## src/rtl/vu_cmd_seq.sv

```systemverilog
// vu_cmd_seq: front-end sequencer between the control-processor command and
// immediate queues and the vector issue stage. It pops one command, gathers
// its 0/1/2 immediates, presents one stable issue packet, counts outstanding
// vector memory ops and holds fences until those ops have retired.

package vu_cmd_seq_pkg;

    // Command layout: opcode in the top byte, operand fields below it.
    localparam int XCMD_CMD_SZ = 20;
    localparam int XCMD_OP_SZ  = 8;

    // Opcode map.
    //   0x01-0x02 register moves, no immediate (VMVV, VFMVV)
    //   0x03-0x06 other one-immediate commands (VF, VSETVL, VMSV, VFMSV)
    //   0x08-0x0B fences (FENCE_L_V, FENCE_G_V, FENCE_L_CV, FENCE_G_CV)
    //   0x20-0x2F unit-stride VL*/VS*/VFL*/VFS*, one immediate (base)
    //   0x30-0x3F strided VLST*/VSST*/VFLST*/VFSST*, two immediates (base, stride)
    //   0x40-0x4F indexed VL*/VS*/VFL*/VFS*, one immediate (base)
    //   everything else is undefined
    localparam logic [7:0] OP_VMVV       = 8'h01;
    localparam logic [7:0] OP_VFMVV      = 8'h02;
    localparam logic [7:0] OP_VF         = 8'h03;
    localparam logic [7:0] OP_VSETVL     = 8'h04;
    localparam logic [7:0] OP_VMSV       = 8'h05;
    localparam logic [7:0] OP_VFMSV      = 8'h06;
    localparam logic [7:0] OP_FENCE_L_V  = 8'h08;
    localparam logic [7:0] OP_FENCE_G_V  = 8'h09;
    localparam logic [7:0] OP_FENCE_L_CV = 8'h0A;
    localparam logic [7:0] OP_FENCE_G_CV = 8'h0B;
    localparam logic [7:0] OP_VLD        = 8'h20;
    localparam logic [7:0] OP_VLW        = 8'h21;
    localparam logic [7:0] OP_VSD        = 8'h28;
    localparam logic [7:0] OP_VLSTD      = 8'h30;
    localparam logic [7:0] OP_VLXD       = 8'h40;

    typedef enum logic [2:0] {
        CLS_UNDEF,
        CLS_FENCE,
        CLS_NIMM0,
        CLS_NIMM1,
        CLS_NIMM2
    } cmd_cls_e;

    typedef struct packed {
        cmd_cls_e cls;
        logic     mem;
    } cmd_class_t;

    function automatic cmd_class_t classify(input logic [XCMD_OP_SZ-1:0] op);
        cmd_class_t c;
        c.cls = CLS_UNDEF;
        c.mem = 1'b0;
        casez (op)
            8'b0000_0001,
            8'b0000_0010: c.cls = CLS_NIMM0;
            8'b0000_0011,
            8'b0000_0100,
            8'b0000_0101,
            8'b0000_0110: c.cls = CLS_NIMM1;
            8'b0000_10??: c.cls = CLS_FENCE;
            8'b0010_????: begin c.cls = CLS_NIMM1; c.mem = 1'b1; end
            8'b0011_????: begin c.cls = CLS_NIMM2; c.mem = 1'b1; end
            8'b0100_????: begin c.cls = CLS_NIMM1; c.mem = 1'b1; end
            default:      c.cls = CLS_UNDEF;
        endcase
        return c;
    endfunction

endpackage

module vu_cmd_seq
    import vu_cmd_seq_pkg::*;
#(
    parameter int IMM_SZ = 64,
    parameter int CNT_SZ = 4
) (
    input  logic                   clk,
    input  logic                   reset,
    input  logic                   cmd_valid,
    output logic                   cmd_ready,
    input  logic [XCMD_CMD_SZ-1:0] cmd_bits,
    input  logic                   imm_valid,
    output logic                   imm_ready,
    input  logic [IMM_SZ-1:0]      imm_bits,
    output logic                   issue_valid,
    input  logic                   issue_ready,
    output logic [XCMD_CMD_SZ-1:0] issue_cmd,
    output logic [IMM_SZ-1:0]      issue_imm,
    output logic [IMM_SZ-1:0]      issue_imm2,
    output logic                   issue_mem,
    input  logic                   mem_done,
    output logic                   fence_done,
    output logic [CNT_SZ-1:0]      pending,
    output logic                   busy,
    output logic                   illegal
);

    localparam logic [CNT_SZ-1:0] MAXP = '1;
    localparam logic [CNT_SZ-1:0] ONE  = CNT_SZ'(1);

    typedef enum logic [2:0] {
        S_IDLE,
        S_IMM1,
        S_IMM2,
        S_DISP,
        S_FENCE
    } state_e;

    state_e                 state_q,   state_d;
    logic [XCMD_CMD_SZ-1:0] cmd_q,     cmd_d;
    logic [IMM_SZ-1:0]      imm_q,     imm_d;
    logic [IMM_SZ-1:0]      imm2_q,    imm2_d;
    logic [CNT_SZ-1:0]      pending_q, pending_d;
    logic                   illegal_q, illegal_d;

    cmd_class_t in_cls;
    cmd_class_t lat_cls;
    logic       fire;
    logic       bad_cmd;
    logic       mem_inc;
    logic       mem_dec;

    assign in_cls  = classify(cmd_bits[XCMD_CMD_SZ-1 -: XCMD_OP_SZ]);
    assign lat_cls = classify(cmd_q[XCMD_CMD_SZ-1 -: XCMD_OP_SZ]);

    // Next-state, queue pops and packet handshake for the one command in flight.
    always_comb begin
        // NOTE: every signal written here gets a default first, so no path through the case leaves one unassigned and no latch is inferred.
        state_d     = state_q;
        cmd_d       = cmd_q;
        imm_d       = imm_q;
        imm2_d      = imm2_q;
        cmd_ready   = 1'b0;
        imm_ready   = 1'b0;
        issue_valid = 1'b0;
        fence_done  = 1'b0;
        fire        = 1'b0;
        bad_cmd     = 1'b0;
        unique case (state_q)
            S_IDLE: begin
                // Pops are held off during reset so no queue entry is consumed and then lost.
                cmd_ready = !reset;
                if (cmd_valid) begin
                    cmd_d  = cmd_bits;
                    imm_d  = '0;
                    imm2_d = '0;
                    unique case (in_cls.cls)
                        CLS_FENCE: state_d = S_FENCE;
                        CLS_NIMM0: state_d = S_DISP;
                        CLS_NIMM1,
                        CLS_NIMM2: state_d = S_IMM1;
                        default:   bad_cmd = 1'b1;
                    endcase
                end
            end
            S_IMM1: begin
                imm_ready = !reset;
                if (imm_valid) begin
                    imm_d   = imm_bits;
                    state_d = (lat_cls.cls == CLS_NIMM2) ? S_IMM2 : S_DISP;
                end
            end
            S_IMM2: begin
                imm_ready = !reset;
                if (imm_valid) begin
                    imm2_d  = imm_bits;
                    state_d = S_DISP;
                end
            end
            S_DISP: begin
                // A memory packet waits while the outstanding counter is full.
                issue_valid = !(lat_cls.mem && (pending_q == MAXP));
                if (issue_valid && issue_ready) begin
                    fire    = 1'b1;
                    state_d = S_IDLE;
                end
            end
            S_FENCE: begin
                if (pending_q == '0) begin
                    fence_done = 1'b1;
                    state_d    = S_IDLE;
                end
            end
            default: state_d = S_IDLE;
        endcase
    end

    // Outstanding memory-op counter and sticky error flag.
    always_comb begin
        mem_inc   = fire && lat_cls.mem;
        mem_dec   = mem_done && (pending_q != '0);
        pending_d = pending_q;
        unique case ({mem_inc, mem_dec})
            2'b10:   pending_d = pending_q + ONE;
            2'b01:   pending_d = pending_q - ONE;
            default: pending_d = pending_q;
        endcase
        illegal_d = illegal_q | bad_cmd | (mem_done && (pending_q == '0));
    end

    // State registers; reset wins over every event in the same cycle.
    always_ff @(posedge clk) begin
        // NOTE: sequential state uses non-blocking assignments so every flop samples pre-edge values.
        if (reset) begin
            state_q   <= S_IDLE;
            cmd_q     <= '0;
            imm_q     <= '0;
            imm2_q    <= '0;
            pending_q <= '0;
            illegal_q <= 1'b0;
        end else begin
            state_q   <= state_d;
            cmd_q     <= cmd_d;
            imm_q     <= imm_d;
            imm2_q    <= imm2_d;
            pending_q <= pending_d;
            illegal_q <= illegal_d;
        end
    end

    assign issue_cmd  = cmd_q;
    assign issue_imm  = imm_q;
    assign issue_imm2 = imm2_q;
    assign issue_mem  = lat_cls.mem;
    assign pending    = pending_q;
    assign illegal    = illegal_q;
    assign busy       = (state_q != S_IDLE) || (pending_q != '0);

endmodule

```

## config.mk

```make
export PLATFORM = sky130hd
export DESIGN_NAME = vu_cmd_seq
export DESIGN_NICKNAME = d
export VERILOG_FILES = /design/src/rtl/vu_cmd_seq.sv
export SDC_FILE = /design/constraint.sdc
export NUM_CORES = 1
export LEC_CHECK = 0
export ABC_AREA = 1
export BUFFER_PORTS_ARGS = -buffer_cell sky130_fd_sc_hd__buf_2
export CAP_MARGIN = 10
export CORE_MARGIN = 3
export CORE_UTILIZATION = 45
export DETAILED_ROUTE_END_ITERATION = 6
export PLACE_DENSITY_LB_ADDON = 0.1
export SYNTH_ARGS = -nofsm -noshare
export SYNTH_HDL_FRONTEND = slang
export SYNTH_SLANG_ARGS = --single-unit
```

## constraint.sdc

```tcl
create_clock -name clk -period 2 [get_ports clk]
set_input_delay 0.3 -clock clk [delete_from_list [all_inputs] [get_ports clk]]
set_output_delay 0.3 -clock clk [all_outputs]
set_load 0.03 [all_outputs]
```

==> impl_metrics.yaml <==
drt:
  drt_pre_antenna_iters: 5
  vias_per_cell: 5.40
  wl_um: 20800
  drcViolationCount: 0
  drt_first_iter_violations: 469
  vias: 6664
  antenna_left: 0
  detail_route.wl_per_cell_um: 16.8
timing:
  finClkSkew_ns: 0.00643
  max-slew-margin-rel: 0.660
  tightest_slew_ns: 0.510
  setup_viol: 0
  timing.final.crit_share: 1.00
  fmax_ghz: 0.500
  rsz0062_at_grt: "true"
  hold_viol: 0
  fin_crit_ns: 2.00
  slew_violations: 0
cts:
  clkTransAtPathRegs_ns: 0.06
  cts_htree_levels: 4
  tritoncts: "yes"
  clock_sinks: 156
  clockBufferDepth: 2
  numCtsBuffers: 17
  insertion_delay_ns: 0.42
  hold_buffers: 0
  root_buffer: "clkbuf_16"
global_routing:
  antenna_found_initial: 1
  grt_first_pass_wirelength_um: 32300
  grt_max_degree: 74
  first_global_vias: 6241
  track_usage: 0.239
  grt_overflow: 0
setup_path:
  crit_chain: "inv_2 -> nor3_4 -> a21boi_4 -> nand3_2 -> ha_4 -> ha_4 -> nand2_1 -> nand2_1 -> a21oi_2 -> nor2_1 -> nor2_1 -> nand2_1 -> o21ai_1 -> a21oi_1"
  worstSetupEndpointType: "flop"
  cp_common_cell: "nand2_1"
  crit_arrival_ns: 2.31
  cpLargestDelayFamily: "simple AND/OR/NAND/NOR gates"
  critPathMaxFanout: 3
  worst_ep_required_time_ns: 2.31
  max_stage_delay_ns: 0.33
  cp_num_buf_inv: 1
  cp-start-kind: "flop"
  regToRegSetupSlack_ns: 0.0002
  slowest_stage: "dfxtp_2"
  crit_type: "reg -> reg"
power_and_ir_drop:
  power_switching_uw: 4510
  peakVddDrop_uv: 882
  clock_power_share: 0.288
  p_sw_frac: 0.403
  total_power_uw: 11200
  leakage_uw: 0.00372
  sequentialPowerShare: 0.324
  intPower_uw: 6670
  combPwrFrac: 0.389
  p_per_area_nw_per_um2: 1240
flow_run:
  drv_cap: 0
place:
  gp_congestion: 0.810
  portBuffers: 248
  post_dp_cell_area_um2: 8350
  hpwl_um: 13300
synthesis:
  syn_area_um2: 6920
  syn_avg_cell_area_um2: 8.53
  synth_area_leaders: "dfxtp_1 45%, nand3_1 17%, nand3_2 8.8%, a21oi_1 7.5%, a21oi_2 6.6%"
  synth-seq-cells: 156
  synth_cell_types: 31
  netlist_instances: 811
  synth_seq_area_share: 0.452
  synth_top_area_share: 0.452
  synth_nets: 905
  yosysWarnings: 0
  synth_top_area_cell: "dfxtp_1"
finish:
  area_delta_synth_final_pct: 30.9
  drive_above_1_share: 0.437
  layout.cell_area.non_filler_um2: 9050
  nets: 1129
floorplanning:
  dieArea_um2: 16900
  die_x_um: 130
  core_um2: 14800
  initial_core_util: 0.467
  ios: 249
  rows: 44
  die_y_um: 130
worst_hold_path:
  hp-class: "in -> reg"
status:
  status: "complete, no violations"
==> metal layers <==
layer  global-route usage  part of all wire  up-vias  routed length [um]
met5                    0                 0        -                   0
met4               0.0801             0.023        0                 475
met3               0.0843             0.083       26                1720
met2                0.365              0.46      253                9490
met1                0.316              0.44     3106                9080
li1                     -                 -     3279                   -
==> synth_stat cells <==
master and instances:
clkbuf_1 31, nand3_1 229, nand2_1 50, o21ai_1 1
buf_1 1, nand3_2 61, o21ai_0 5, nor3_1 2
nand2_2 2, nor3_4 1, nand2_4 2, buf_4 2
or2_1 1, inv_2 4, nor2_1 27, nor2_2 1
fa_1 1, nand4_1 2, buf_12 5, buf_2 35
a21oi_1 104, nor2_4 1, a21boi_0 1, buf_8 2
ha_1 3, dfxtp_1 156, a21oi_2 52, buf_6 1
inv_1 26, nor4_1 1, xnor2_1 1
==> metrics by stage <==
step | setup slack, ns | std cells | TNS (ns) | utilization | hold WS (ns)
2_1_floorplan | -0.235 | 811 | -0.491 | - | 0.447
3_3_place_gp | -0.0129 | 1195 | -0.0129 | 0.564 | 0.447
3_5_place_dp | -0.0575 | 1195 | -0.0575 | 0.564 | 0.452
4_1_cts | 0.0141 | 1231 | 0 | 0.608 | 0.127
5_1_grt | -0.114 | 1233 | -0.178 | 0.611 | 0.140
6_report | 0.000185 | 1233 | 0 | 0.611 | 0.147
==> tightest hold or removal path, delay by kind of cell <==
| kind | cells | cell delay, ns |
|---|---|---|
| buf+inv | 1 | 0.10 |
| simple gates | 1 | 0.07 |
| compound gates | 1 | 0.06 |
==> repair_timing <==
item | 4_1_cts | 5_1_grt
gates cloned | 0 | 1
setup endpoints to repair | 3 | 69
setup buffers | 4 | 0
pin swaps | 12 | 2
gates resized for setup | 6 | 6
==> area by class of cell <==
type                            instances  area (um2)
Antenna cell                            1        2.50
Clock buffer                           22         474
Clock inverter                         10         115
Fill cell                            1353        5760
Inverter                               30         113
Multi-Input combinational cell        548        3340
Sequential cell                       156        3150
Tap cell                              184         230
Timing Repair Buffer                  282        1630
==> final timing paths <==
path	cells past startpoint	to	start
setup / recovery	14	pending[3]	state_q[1]
hold / removal	3	issue_cmd[7]	cmd_bits[7]
setup reg to reg	14	pending[3]	state_q[1]
hold reg to reg	2	issue_cmd[5]	issue_cmd[5]
==> cell usage in the layout (no fill, tap or decap), types with 5 or more instances in the layout <==
cell type and count:
dfxtp_1 146, clkbuf_16 18, a21oi_2 53, inv_2 5, buf_12 7, nand3_2 61, nand2_1 48, dfxtp_2 6
buf_2 245, buf_4 26, a21oi_1 103, nand3_1 228, nor2_1 25, inv_1 25
==> power by group through the flow <==
stage          registers, uW  logic [uW]  clock network (uW)
4_1_cts                 3620        4330                3290
6_report                3620        4340                3220
2_1_floorplan           4270        2340                   0
3_5_place_dp            3680        4210                   0
5_1_grt                 3660        4700                3410
3_3_place_gp            3670        4190                   0
==> kinds of logic (layout without fill, tap and decap cells) <==
logic type,count (synthesis),after routing,synth area share
simple gates,380,380,0.311
compound gates,163,163,0.147
flops,156,156,0.452
buf+inv,107,344,0.0816
fa+ha+maj,4,4,0.00832
xor+xnor,1,1,0.00127
other cells,0,1,0
==> flip-flops by register name, summed over array words and instances (netlist names) <==
register	flops
issue_imm	64
state_q	3
illegal	1
pending	4
issue_cmd	20
issue_imm2	64
Note: power is estimated with default switching activity, not from simulation.
